File: src/rtl/move_tracker_if.sv
// Move tracker bus: the move handshake coming from the rat solver and the
// position/status report going back out. The master drives moves, the slave
// (the tracker) drives everything else.
interface move_tracker_if;
    logic       move_valid;
    logic [1:0] move;
    logic       move_ready;
    logic [3:0] pos_row;
    logic [3:0] pos_col;
    logic       pos_valid;
    logic [7:0] step_cnt;
    logic       arrived;
    logic       oob_err;

    modport master (
        output move_valid, move,
        input  move_ready, pos_row, pos_col, pos_valid, step_cnt, arrived, oob_err
    );

    modport slave (
        input  move_valid, move,
        output move_ready, pos_row, pos_col, pos_valid, step_cnt, arrived, oob_err
    );
endinterface

File: src/rtl/move_tracker.sv
// Move tracker: buffers rat-solver moves in a small FIFO and applies one move
// every STEP_DIV cycles to a position on a 16x16 grid. A move that would leave
// the grid parks the tracker in ERROR; reaching the goal parks it in ARRIVED.
// Both are sticky until clr or rst. DEPTH must be a power of two, at least 2.
module move_tracker #(
    parameter int         STEP_DIV = 4,
    parameter int         DEPTH    = 4,
    parameter logic [3:0] GOAL_ROW = 4'd15,
    parameter logic [3:0] GOAL_COL = 4'd15
) (
    input  logic           clk,
    input  logic           rst,
    input  logic           clr,
    move_tracker_if.slave  bus
);
    localparam int AW = $clog2(DEPTH);
    localparam int CW = AW + 1;

    typedef enum logic [1:0] {
        S_IDLE    = 2'd0,
        S_WALK    = 2'd1,
        S_ARRIVED = 2'd2,
        S_ERROR   = 2'd3
    } state_t;

    // Apply one move code to a position; returns {out_of_grid, row, col}.
    // On an out-of-grid move the original position is returned unchanged.
    function automatic logic [8:0] f_apply(input logic [3:0] row,
                                           input logic [3:0] col,
                                           input logic [1:0] mv);
        logic       oob;
        logic [3:0] nrow;
        logic [3:0] ncol;
        oob  = 1'b0;
        nrow = row;
        ncol = col;
        case (mv)
            2'b00: begin
                if (row == 4'd0) oob = 1'b1;
                else             nrow = row - 4'd1;
            end
            2'b01: begin
                if (col == 4'd15) oob = 1'b1;
                else              ncol = col + 4'd1;
            end
            2'b10: begin
                if (col == 4'd0) oob = 1'b1;
                else             ncol = col - 4'd1;
            end
            2'b11: begin
                if (row == 4'd15) oob = 1'b1;
                else              nrow = row + 4'd1;
            end
            default: oob = 1'b1;
        endcase
        return {oob, nrow, ncol};
    endfunction

    state_t        r_state;
    logic [1:0]    r_fifo [DEPTH];
    logic [AW-1:0] r_wptr;
    logic [AW-1:0] r_rptr;
    logic [CW-1:0] r_count;
    logic [7:0]    r_pace;
    logic [3:0]    r_row;
    logic [3:0]    r_col;
    logic          r_pos_valid;
    logic [7:0]    r_step;

    logic          w_full;
    logic          w_empty;
    logic          w_ready;
    logic          w_push;
    logic          w_tick;
    logic          w_pop;
    logic [1:0]    w_head;
    logic          w_oob;
    logic [3:0]    w_nrow;
    logic [3:0]    w_ncol;
    logic          w_goal;

    assign w_full  = (r_count == CW'(DEPTH));
    assign w_empty = (r_count == {CW{1'b0}});
    // Only the two "live" states take moves; ARRIVED/ERROR freeze the buffer.
    assign w_ready = ((r_state == S_IDLE) || (r_state == S_WALK)) && !w_full;
    assign w_push  = bus.move_valid && w_ready;
    assign w_tick  = (r_state == S_WALK) && (r_pace == 8'(STEP_DIV - 1));
    assign w_pop   = w_tick && !w_empty;
    assign w_head  = r_fifo[r_rptr];
    assign {w_oob, w_nrow, w_ncol} = f_apply(r_row, r_col, w_head);
    assign w_goal  = (w_nrow == GOAL_ROW) && (w_ncol == GOAL_COL);

    assign bus.move_ready = w_ready;
    assign bus.pos_row    = r_row;
    assign bus.pos_col    = r_col;
    assign bus.pos_valid  = r_pos_valid;
    assign bus.step_cnt   = r_step;
    assign bus.arrived    = (r_state == S_ARRIVED);
    assign bus.oob_err    = (r_state == S_ERROR);

    // FIFO storage: write the offered move into the tail slot on an accepted push.
    always_ff @(posedge clk) begin
        if (w_push && !rst && !clr) begin
            r_fifo[r_wptr] <= bus.move;
        end
    end

    // Control FSM, FIFO pointers/occupancy, pacing and position registers.
    always_ff @(posedge clk) begin
        if (rst || clr) begin
            r_state     <= S_IDLE;
            r_wptr      <= {AW{1'b0}};
            r_rptr      <= {AW{1'b0}};
            r_count     <= {CW{1'b0}};
            r_pace      <= 8'd0;
            r_row       <= 4'd0;
            r_col       <= 4'd0;
            r_pos_valid <= 1'b0;
            r_step      <= 8'd0;
        end else begin
            r_pos_valid <= 1'b0;

            if (w_push) r_wptr <= r_wptr + AW'(1);
            if (w_pop)  r_rptr <= r_rptr + AW'(1);

            case ({w_push, w_pop})
                2'b10:   r_count <= r_count + CW'(1);
                2'b01:   r_count <= r_count - CW'(1);
                default: r_count <= r_count;
            endcase

            case (r_state)
                S_IDLE: begin
                    if (w_push) begin
                        r_state <= S_WALK;
                        r_pace  <= 8'd0;
                    end
                end
                S_WALK: begin
                    r_pace <= w_tick ? 8'd0 : (r_pace + 8'd1);
                    if (w_pop) begin
                        if (w_oob) begin
                            r_state <= S_ERROR;
                        end else begin
                            r_row       <= w_nrow;
                            r_col       <= w_ncol;
                            r_pos_valid <= 1'b1;
                            r_step      <= (r_step == 8'd255) ? r_step : (r_step + 8'd1);
                            if (w_goal) r_state <= S_ARRIVED;
                        end
                    end
                end
                S_ARRIVED: r_state <= S_ARRIVED;
                S_ERROR:   r_state <= S_ERROR;
                default:   r_state <= S_IDLE;
            endcase
        end
    end
endmodule

File: src/flat_wrapper.sv
// flat-port wrapper written by rule: the top's interface ports become plain ports
module move_tracker_flat 
#(
    parameter int         STEP_DIV = 4,
    parameter int         DEPTH    = 4,
    parameter logic [3:0] GOAL_ROW = 4'd15,
    parameter logic [3:0] GOAL_COL = 4'd15
)
  (clk, rst, clr, bus_move_valid, bus_move, bus_move_ready, bus_pos_row, bus_pos_col, bus_pos_valid, bus_step_cnt, bus_arrived, bus_oob_err);
  move_tracker_if bus_i ();
  input  logic clk;
  input  logic rst;
  input  logic clr;
  input wire logic [$bits(bus_i.move_valid)-1:0] bus_move_valid;
  input wire logic [$bits(bus_i.move)-1:0] bus_move;
  output wire logic [$bits(bus_i.move_ready)-1:0] bus_move_ready;
  output wire logic [$bits(bus_i.pos_row)-1:0] bus_pos_row;
  output wire logic [$bits(bus_i.pos_col)-1:0] bus_pos_col;
  output wire logic [$bits(bus_i.pos_valid)-1:0] bus_pos_valid;
  output wire logic [$bits(bus_i.step_cnt)-1:0] bus_step_cnt;
  output wire logic [$bits(bus_i.arrived)-1:0] bus_arrived;
  output wire logic [$bits(bus_i.oob_err)-1:0] bus_oob_err;
  assign bus_i.move_valid = bus_move_valid;
  assign bus_i.move = bus_move;
  assign bus_move_ready = bus_i.move_ready;
  assign bus_pos_row = bus_i.pos_row;
  assign bus_pos_col = bus_i.pos_col;
  assign bus_pos_valid = bus_i.pos_valid;
  assign bus_step_cnt = bus_i.step_cnt;
  assign bus_arrived = bus_i.arrived;
  assign bus_oob_err = bus_i.oob_err;
  move_tracker #(.STEP_DIV(STEP_DIV), .DEPTH(DEPTH), .GOAL_ROW(GOAL_ROW), .GOAL_COL(GOAL_COL)) u_core (.clk(clk), .rst(rst), .clr(clr), .bus(bus_i));
endmodule
File: config.mk
export PLATFORM = sky130hd
export DESIGN_NAME = move_tracker_flat
export DESIGN_NICKNAME = d
export VERILOG_FILES = /design/src/rtl/move_tracker_if.sv /design/src/rtl/move_tracker.sv /design/src/flat_wrapper.sv
export SDC_FILE = /design/constraint.sdc
export NUM_CORES = 1
export LEC_CHECK = 0
export BUFFER_PORTS_ARGS = -buffer_cell sky130_fd_sc_hd__buf_2
export CORE_MARGIN = 3
export CORE_UTILIZATION = 60
export DETAILED_ROUTE_END_ITERATION = 12
export GPL_TIMING_DRIVEN = 0
export HOLD_SLACK_MARGIN = 0.03
export PLACE_DENSITY_LB_ADDON = 0.25
export SYNTH_ARGS = -nofsm -noshare
export SYNTH_HDL_FRONTEND = slang
export SYNTH_SLANG_ARGS = --single-unit
File: constraint.sdc
create_clock -name clk -period 6 [get_ports clk]
set_input_delay 1.5 -clock clk [delete_from_list [all_inputs] [get_ports clk]]
set_output_delay 1.5 -clock clk [all_outputs]
set_load 0.005 [all_outputs]
==> flow_results.xml, run 1 <==
<?xml version="1.0" encoding="UTF-8"?>
<metrics>
  <group name="finish">
    <metric name="layout_commonest_cell" unit="">dfxtp_1</metric>
    <metric name="fin_nets" unit="">333</metric>
    <metric name="area_growth" unit="%">11.9</metric>
    <metric name="share_of_post_route_cells_with_drive_strength_above_1" unit="%">17.3</metric>
    <metric name="most_frequent_cells_in_the_layout" unit="">36 x dfxtp_1, 34 x nor2_1, 30 x buf_2</metric>
    <metric name="antenna_cells" unit="">0</metric>
    <metric name="post_layout_nonfiller_instances" unit="">360</metric>
    <metric name="layout.core_utilization" unit="%">73.1</metric>
  </group>
  <group name="hold_path">
    <metric name="min_path_type" unit="">reg -&gt; reg</metric>
  </group>
  <group name="die">
    <metric name="die_area" unit="sq um">4980</metric>
    <metric name="floorplan.die.width" unit="um">70.6</metric>
    <metric name="chipHeight" unit="um">70.6</metric>
    <metric name="placement_rows" unit="">22</metric>
    <metric name="floorplan.io_pins" unit="">26</metric>
    <metric name="initial_core_util" unit="%">65.3</metric>
    <metric name="floorplan.core_area" unit="sq um">3830</metric>
  </group>
  <group name="synthesis">
    <metric name="synthesis.area_per_instance" unit="sq um">8.96</metric>
    <metric name="netlist_instances" unit="">279</metric>
    <metric name="number_of_different_library_cells_in_the_post_synthesis_netlist" unit="">52</metric>
    <metric name="async_reset_ff_share" unit="%">0</metric>
    <metric name="synth-main-ff-cell" unit="">dfxtp_1</metric>
    <metric name="number_of_synthesized_flops_with_an_enable_pin" unit="">8</metric>
    <metric name="syn-cell-area" unit="sq um">2500</metric>
    <metric name="synth-seq-area-share" unit="%">38.4</metric>
    <metric name="register_bit_count_reported_by_yosys" unit="">44</metric>
    <metric name="synthesis.nets" unit="">301</metric>
    <metric name="synth.yosys.warnings" unit="">0</metric>
  </group>
  <group name="timing">
    <metric name="hold_viol" unit="">0</metric>
    <metric name="achievable_clock_frequency" unit="MHz">310</metric>
    <metric name="grt_setup_unrepaired" unit="">false</metric>
    <metric name="max-slew-margin-rel" unit="%">65.2</metric>
    <metric name="final_period_minus_worst_setup_slack" unit="ns">3.22</metric>
    <metric name="tightestPinTransition" unit="ns">0.522</metric>
    <metric name="final_setup_violation_count" unit="">0</metric>
    <metric name="finalHoldWorstSlack" unit="ns">0.500</metric>
    <metric name="timing_max_transition_violations_final" unit="">0</metric>
    <metric name="fin_setup_tns" unit="ns">0</metric>
    <metric name="timing.final.crit_share" unit="%">53.7</metric>
    <metric name="final.setup_skew" unit="ns">0.0100</metric>
  </group>
  <group name="route">
    <metric name="detailed_route_iter0_violations" unit="">146</metric>
    <metric name="antenna_left" unit="">0</metric>
    <metric name="drtPass1Iterations" unit="">4</metric>
    <metric name="routed_wl" unit="um">5110</metric>
    <metric name="detail_route.drc_violations" unit="">0</metric>
    <metric name="route.detailed.vias_per_inst" unit="">5.79</metric>
    <metric name="routed-via-count" unit="">2083</metric>
    <metric name="detail_route.wl_per_cell" unit="um">14.2</metric>
  </group>
  <group name="clock_network">
    <metric name="ctsLongestPathBuffers" unit="">2</metric>
    <metric name="worst_skew_pair.late_latency" unit="ns">0.30</metric>
    <metric name="tritoncts_clock_tree" unit="">built</metric>
    <metric name="cts-buffers-inserted" unit="">5</metric>
    <metric name="cts.clk_slew.worst_paths" unit="ns">0.07</metric>
    <metric name="cts_setup_buffers" unit="">0</metric>
    <metric name="holdBufCountCts" unit="">0</metric>
    <metric name="cts_sinks" unit="">44</metric>
    <metric name="cts-root-buf" unit="">clkbuf_8</metric>
    <metric name="ctsHtreeMaxLevel" unit="">2</metric>
    <metric name="total_of_cells_resized_after_clock_tree_synthesis" unit="">0</metric>
  </group>
  <group name="global_routing">
    <metric name="largest_net_degree_at_the_start_of_global_routing" unit="">15</metric>
    <metric name="antenna_found_initial" unit="">0</metric>
    <metric name="grt_overflow" unit="">0</metric>
    <metric name="via_count_of_the_first_global_routing_pass" unit="">1959</metric>
    <metric name="grt_pass1_wl" unit="um">8630</metric>
    <metric name="grt.total_usage" unit="%">21.1</metric>
  </group>
  <group name="power">
    <metric name="power.static_leakage" unit="nW">1.10</metric>
    <metric name="total_power" unit="mW">0.558</metric>
    <metric name="p_per_area" unit="nW/um^2">200</metric>
    <metric name="vdd_drop_max" unit="mV">0.203</metric>
  </group>
  <group name="critical_path">
    <metric name="timing.setup.critical_path_class" unit="">in -&gt; reg</metric>
    <metric name="worst-endpoint-required" unit="ns">6.22</metric>
    <metric name="timing.critical_path.to_type" unit="">flip-flop</metric>
    <metric name="arrival" unit="ns">3.45</metric>
    <metric name="cp-start-kind" unit="">primary input</metric>
    <metric name="worst-path-max-fanout" unit="">10</metric>
  </group>
  <group name="run_status">
    <metric name="run_status" unit="">finished clean</metric>
  </group>
  <group name="place">
    <metric name="place.gp.congestion" unit="">0.810</metric>
    <metric name="io_buffers" unit="">25</metric>
    <metric name="dp.final_hpwl" unit="um">3760</metric>
    <metric name="placed_cells_incl_taps" unit="">352</metric>
  </group>
  <group name="run">
    <metric name="cap_violations" unit="">0</metric>
  </group>
</metrics>
==> cell usage after synthesis, types with 8 or more instances <==
master     n  area share [%]
nand2_1   13             2.0
nor2b_1    8             2.0
a21oi_1   15             3.0
and3_1    12             3.0
nand3_1    9             1.8
dfxtp_1   36              29
ha_1      15             7.5
nor2_1    34             5.1
inv_1     17             2.6
xor2_1     8             2.8
o21ai_0   13             2.6
edfxtp_1   8             9.6
==> metrics by stage <==
step | area, sq um | setup WS [ns]
finish | 2800 | 2.78
global route | 2800 | 2.68
CTS | 2800 | 2.78
detailed placement | 2690 | 2.48
global placement | 2690 | 2.52
floorplan | 2500 | 2.82
==> final timing paths <==
check	from	endpoint	slack, ns	cells past startpoint
worst max-delay path	bus_move_valid	u_core.r_count[2]	2.78	10
worst min-delay path	u_core.r_pace[1]	u_core.r_pace[1]	0.50	2
worst max register to register	flip-flop	u_core.r_state[0]	3.01	10
worst min register to register	u_core.r_pace[1]	u_core.r_pace[1]	0.50	2
==> final cells by class <==
class                   instances  area (sq um)
multi-input cells             203          1390
fillers                       307          1030
flip-flops and latches         44           961
repair buffers                 25           125
plain buffers                  14          81.3
inverters                      18          70.1
clock buffers                   5          68.8
well taps                      48          60.1
clock inverters                 3          42.5
==> cells by family (layout without fill, tap and decap cells) <==
logic type                 Yosys count  in the layout  synth area share [%]
and+or+nand+nor                    113            113                  25.1
AOI/OAI and AO/OA                   58             58                  15.3
DFF                                 44             44                  38.4
buffers and inverters               32             65                  6.06
adders and majority gates           16             16                  8.31
xor gates and xnor gates            11             11                  3.85
muxes                                5              5                  3.00
==> critical path: stages <==
cell      delay, ns
buf_2          0.09
and2_1         0.13
clkbuf_1       0.24
inv_1          0.18
ha_1           0.21
inv_1          0.07
fa_1           0.42
xor2_1         0.16
or3_1          0.30
a21oi_1        0.14
==> report_power, final <==
| part | internal (mW) | leakage (nW) | total (mW) | switching (mW) |
|---|---|---|---|---|
| logic | 0.0107 | 0.682 | 0.0298 | 0.0191 |
| clock network | 0.123 | 0.0558 | 0.224 | 0.101 |
| registers | 0.302 | 0.363 | 0.304 | 0.00180 |
| total | 0.436 | 1.10 | 0.558 | 0.122 |
==> per-layer routing <==
metal	share of wire [%]	wire length, um	track usage, %
met1	46	2360	27.6
met2	48	2440	35.2
met3	4.6	237	3.69
met4	1.3	65	7.52
met5	0	0	0
==> registers in the layout, indices dropped and copies added, names as in the netlist, named ones only <==
name / cells
u_core.r_wptr: 2
u_core.bus.pos_col: 4
u_core.r_fifo: 8
u_core.r_pace: 8
u_core.bus.pos_row: 4
u_core.bus.step_cnt: 8
u_core.r_count: 3
u_core.r_state: 2
u_core.r_rptr: 2
u_core.bus.pos_valid: 1
Note: power is estimated with default switching activity, not from simulation.
==> run 2, diff against run 1 <==
Settings changed: ABC_AREA set to 1, CORE_UTILIZATION 60 to 59.
Clock period 6 ns to 3.2 ns, I/O delays scaled along.
==> flow_results.xml, run 2 <==
<?xml version="1.0" encoding="UTF-8"?>
<metrics>
  <group name="run_status">
    <metric name="run_status" unit="">finished clean</metric>
  </group>
  <group name="finish">
    <metric name="layout_commonest_cell" unit="">nand2_1</metric>
    <metric name="most_frequent_cells_in_the_layout" unit="">87 x nand2_1, 55 x inv_1, 36 x dfxtp_1</metric>
    <metric name="multi_input_area" unit="sq um">1430</metric>
    <metric name="area_growth" unit="%">12.1</metric>
    <metric name="antenna_cells" unit="">0</metric>
    <metric name="share_of_post_route_cells_with_drive_strength_above_1" unit="%">14.1</metric>
    <metric name="post_layout_nonfiller_instances" unit="">453</metric>
    <metric name="fin_nets" unit="">424</metric>
    <metric name="n_fill_cell" unit="">340</metric>
    <metric name="final_std_cell_area_no_fill" unit="sq um">2980</metric>
    <metric name="ff_latch_area" unit="sq um">961</metric>
  </group>
  <group name="synthesis">
    <metric name="synth.largest_area_cell" unit="">dfxtp_1</metric>
    <metric name="syn-cell-area" unit="sq um">2660</metric>
    <metric name="synthMostInstantiatedCell" unit="">nand2_1</metric>
    <metric name="synth.top_cells.by_area" unit="">dfxtp_1 27%, nand2_1 12%, edfxtp_1 9.0%</metric>
    <metric name="synthesis.nets" unit="">392</metric>
    <metric name="number_of_different_library_cells_in_the_post_synthesis_netlist" unit="">37</metric>
    <metric name="yosys.area.top_type_share" unit="%">27.1</metric>
    <metric name="synthesis.area_per_instance" unit="sq um">7.18</metric>
    <metric name="synth-seq-area-share" unit="%">36.2</metric>
    <metric name="synth.yosys.warnings" unit="">0</metric>
    <metric name="number_of_synthesized_flops_with_an_enable_pin" unit="">8</metric>
    <metric name="async_reset_ff_share" unit="%">0</metric>
    <metric name="register_bit_count_reported_by_yosys" unit="">44</metric>
    <metric name="synth_commonest_cells" unit="">87 x nand2_1, 55 x inv_1, 36 x dfxtp_1</metric>
    <metric name="netlist_instances" unit="">370</metric>
    <metric name="synth-main-ff-cell" unit="">dfxtp_1</metric>
  </group>
  <group name="timing">
    <metric name="setup_ws_final" unit="ns">0.691</metric>
    <metric name="fin_setup_tns" unit="ns">0</metric>
    <metric name="max-slew-margin-rel" unit="%">56.9</metric>
    <metric name="achievable_clock_frequency" unit="MHz">399</metric>
    <metric name="timing_max_transition_violations_final" unit="">0</metric>
    <metric name="final.setup_skew" unit="ns">0.00693</metric>
    <metric name="hold_viol" unit="">0</metric>
    <metric name="tightestPinTransition" unit="ns">0.647</metric>
    <metric name="grt_setup_unrepaired" unit="">false</metric>
    <metric name="final_setup_violation_count" unit="">0</metric>
    <metric name="final_period_minus_worst_setup_slack" unit="ns">2.51</metric>
    <metric name="timing.final.crit_share" unit="%">78.4</metric>
  </group>
  <group name="critical_path">
    <metric name="critical_path.cell_chain" unit="">ha_1, inv_1, nor3_4, nand2_2, nor3_4, ha_1, inv_1, fa_1, a21oi_1, o21ai_0, o21ai_0, a21oi_1</metric>
    <metric name="worstRegToRegCells" unit="">12</metric>
    <metric name="critical-path-max-stage-delay" unit="ns">0.45</metric>
    <metric name="cp-start-kind" unit="">flip-flop</metric>
    <metric name="critical_path.reg2reg.endpoint" unit="">u_core.r_count[2]</metric>
    <metric name="critical_path.top_delay_family" unit="">adder cells</metric>
    <metric name="timing.critical_path.to_type" unit="">flip-flop</metric>
    <metric name="worst_path_max_delay_cell" unit="">fa_1</metric>
    <metric name="worst_reg_to_reg_setup_slack" unit="ns">0.69</metric>
    <metric name="arrival" unit="ns">2.68</metric>
    <metric name="worst-path-max-fanout" unit="">4</metric>
    <metric name="worst-endpoint-required" unit="ns">3.37</metric>
    <metric name="timing.setup.critical_path_class" unit="">reg -&gt; reg</metric>
    <metric name="r2r-start" unit="">u_core.r_pace[0]</metric>
    <metric name="cp_num_buf_inv" unit="">2</metric>
  </group>
  <group name="clock_network">
    <metric name="cts_setup_buffers" unit="">0</metric>
    <metric name="ctsLongestPathBuffers" unit="">2</metric>
    <metric name="cts-buffers-inserted" unit="">5</metric>
    <metric name="worst_skew_pair.late_latency" unit="ns">0.29</metric>
    <metric name="ctsHtreeMaxLevel" unit="">2</metric>
    <metric name="holdBufCountCts" unit="">0</metric>
    <metric name="total_of_cells_resized_after_clock_tree_synthesis" unit="">0</metric>
    <metric name="cts-root-buf" unit="">clkbuf_8</metric>
    <metric name="cts.clk_slew.worst_paths" unit="ns">0.08</metric>
    <metric name="tritoncts_clock_tree" unit="">built</metric>
    <metric name="cts_sinks" unit="">44</metric>
  </group>
  <group name="die">
    <metric name="die_area" unit="sq um">5340</metric>
    <metric name="floorplan.io_pins" unit="">26</metric>
    <metric name="floorplan.core_area" unit="sq um">4170</metric>
    <metric name="chipHeight" unit="um">73.1</metric>
    <metric name="placement_rows" unit="">23</metric>
    <metric name="initial_core_util" unit="%">63.7</metric>
    <metric name="floorplan.die.width" unit="um">73.1</metric>
  </group>
  <group name="power">
    <metric name="p_per_area" unit="nW/um^2">380</metric>
    <metric name="vdd_drop_max" unit="mV">0.290</metric>
    <metric name="total_power" unit="mW">1.13</metric>
    <metric name="power.static_leakage" unit="nW">1.35</metric>
  </group>
  <group name="route">
    <metric name="antenna_left" unit="">0</metric>
    <metric name="detail_route.wl_per_cell" unit="um">11.7</metric>
    <metric name="detail_route.drc_violations" unit="">0</metric>
    <metric name="drtPass1Iterations" unit="">4</metric>
    <metric name="routed_wl" unit="um">5320</metric>
    <metric name="detailed_route_iter0_violations" unit="">98</metric>
    <metric name="route.detailed.vias_per_inst" unit="">5.34</metric>
    <metric name="routed-via-count" unit="">2420</metric>
  </group>
  <group name="place">
    <metric name="io_buffers" unit="">25</metric>
    <metric name="post_dp_cell_area" unit="sq um">2840</metric>
    <metric name="placed_cells_incl_taps" unit="">445</metric>
    <metric name="place_worst_setup_slack" unit="ns">0.741</metric>
    <metric name="dp.final_hpwl" unit="um">4110</metric>
    <metric name="place.gp.congestion" unit="">0.856</metric>
  </group>
  <group name="global_routing">
    <metric name="grt.total_usage" unit="%">21.2</metric>
    <metric name="via_count_of_the_first_global_routing_pass" unit="">2243</metric>
    <metric name="grt_pass1_wl" unit="um">9110</metric>
    <metric name="grt_overflow" unit="">0</metric>
    <metric name="antenna_found_initial" unit="">0</metric>
    <metric name="largest_net_degree_at_the_start_of_global_routing" unit="">15</metric>
  </group>
  <group name="run">
    <metric name="cap_violations" unit="">0</metric>
  </group>
  <group name="hold_path">
    <metric name="worst_hold_startpoint" unit="">u_core.r_count[0]</metric>
    <metric name="min_path_type" unit="">reg -&gt; reg</metric>
    <metric name="cell_count_of_the_worst_hold_path" unit="">1</metric>
    <metric name="min_to" unit="">u_core.r_count[0]</metric>
  </group>
</metrics>
[run 2: cell count changes in the layout (fill, tap and decap cells not counted), moves of 6 or more]
cell      before  now
nand4b_1       6    0
inv_1         17   55
nor2b_1        8    0
o21ai_0       13   22
and3_1        12    1
a21oi_1       15   33
o211ai_1       6    0
nand2_1       13   87
nand3_1        9   24
[run 2: area by class of cell]
| cell class | count | share of cell area (%) |
|---|---|---|
| Buffer | 7 | 1.43 |
| Inverter | 60 | 7.57 |
| Sequential cell | 44 | 32.3 |
| Clock inverter | 2 | 2.02 |
| Multi-Input combinational cell | 259 | 48.0 |
| Clock buffer | 6 | 2.44 |
| Timing Repair Buffer | 25 | 4.20 |
| Tap cell | 50 | 2.10 |
[run 2: per-layer routing]
metal | track usage, % | routed length (um) | vias to the layer above
met3 | 4.27 | 219 | 8
met2 | 36.5 | 2670 | 42
li1 | - | - | 1262
met4 | 6.56 | 51 | 0
met5 | 0 | 0 | -
met1 | 26.5 | 2380 | 1108
[run 2: report_power, final]
part           leakage (nW)  switching (mW)  internal (mW)  total (mW)
registers             0.363         0.00391          0.568       0.572
logic                 0.925          0.0472         0.0199      0.0671
clock network        0.0654           0.181          0.312       0.493
[run 2: worst max-delay path by stage]
| stage | start | slack (ns) | cells after the start | to |
|---|---|---|---|---|
| after detailed placement | u_core.r_pace[0] | 0.74 | 12 | u_core.r_count[2] |
| after global routing | flip-flop | 0.53 | 17 | u_core.r_state[0] |
| after global placement | u_core.r_pace[0] | 0.83 | 12 | u_core.r_count[2] |
| final | u_core.r_pace[0] | 0.69 | 12 | u_core.r_count[2] |
| after CTS | u_core.r_pace[0] | 0.70 | 12 | u_core.r_count[2] |
| after floorplan | u_core.r_pace[0] | 1.0 | 12 | u_core.r_count[2] |
[run 2: cell families after synthesis]
family          after synthesis  synth area share, %
flops                        44                 36.2
simple gates                168                 28.5
compound gates               69                 15.4
buf+inv                      67                 10.1
fa+ha+maj                    16                 7.82
xor+xnor                      6                 1.98
[run 2: per-stage QoR]
stage	hold WS, ns	util (%)
5_1_grt	0.502	71.3
3_5_place_dp	0.467	68.2
6_report	0.483	71.3
4_1_cts	0.485	71.3
2_1_floorplan	0.444	-
3_3_place_gp	0.462	68.2
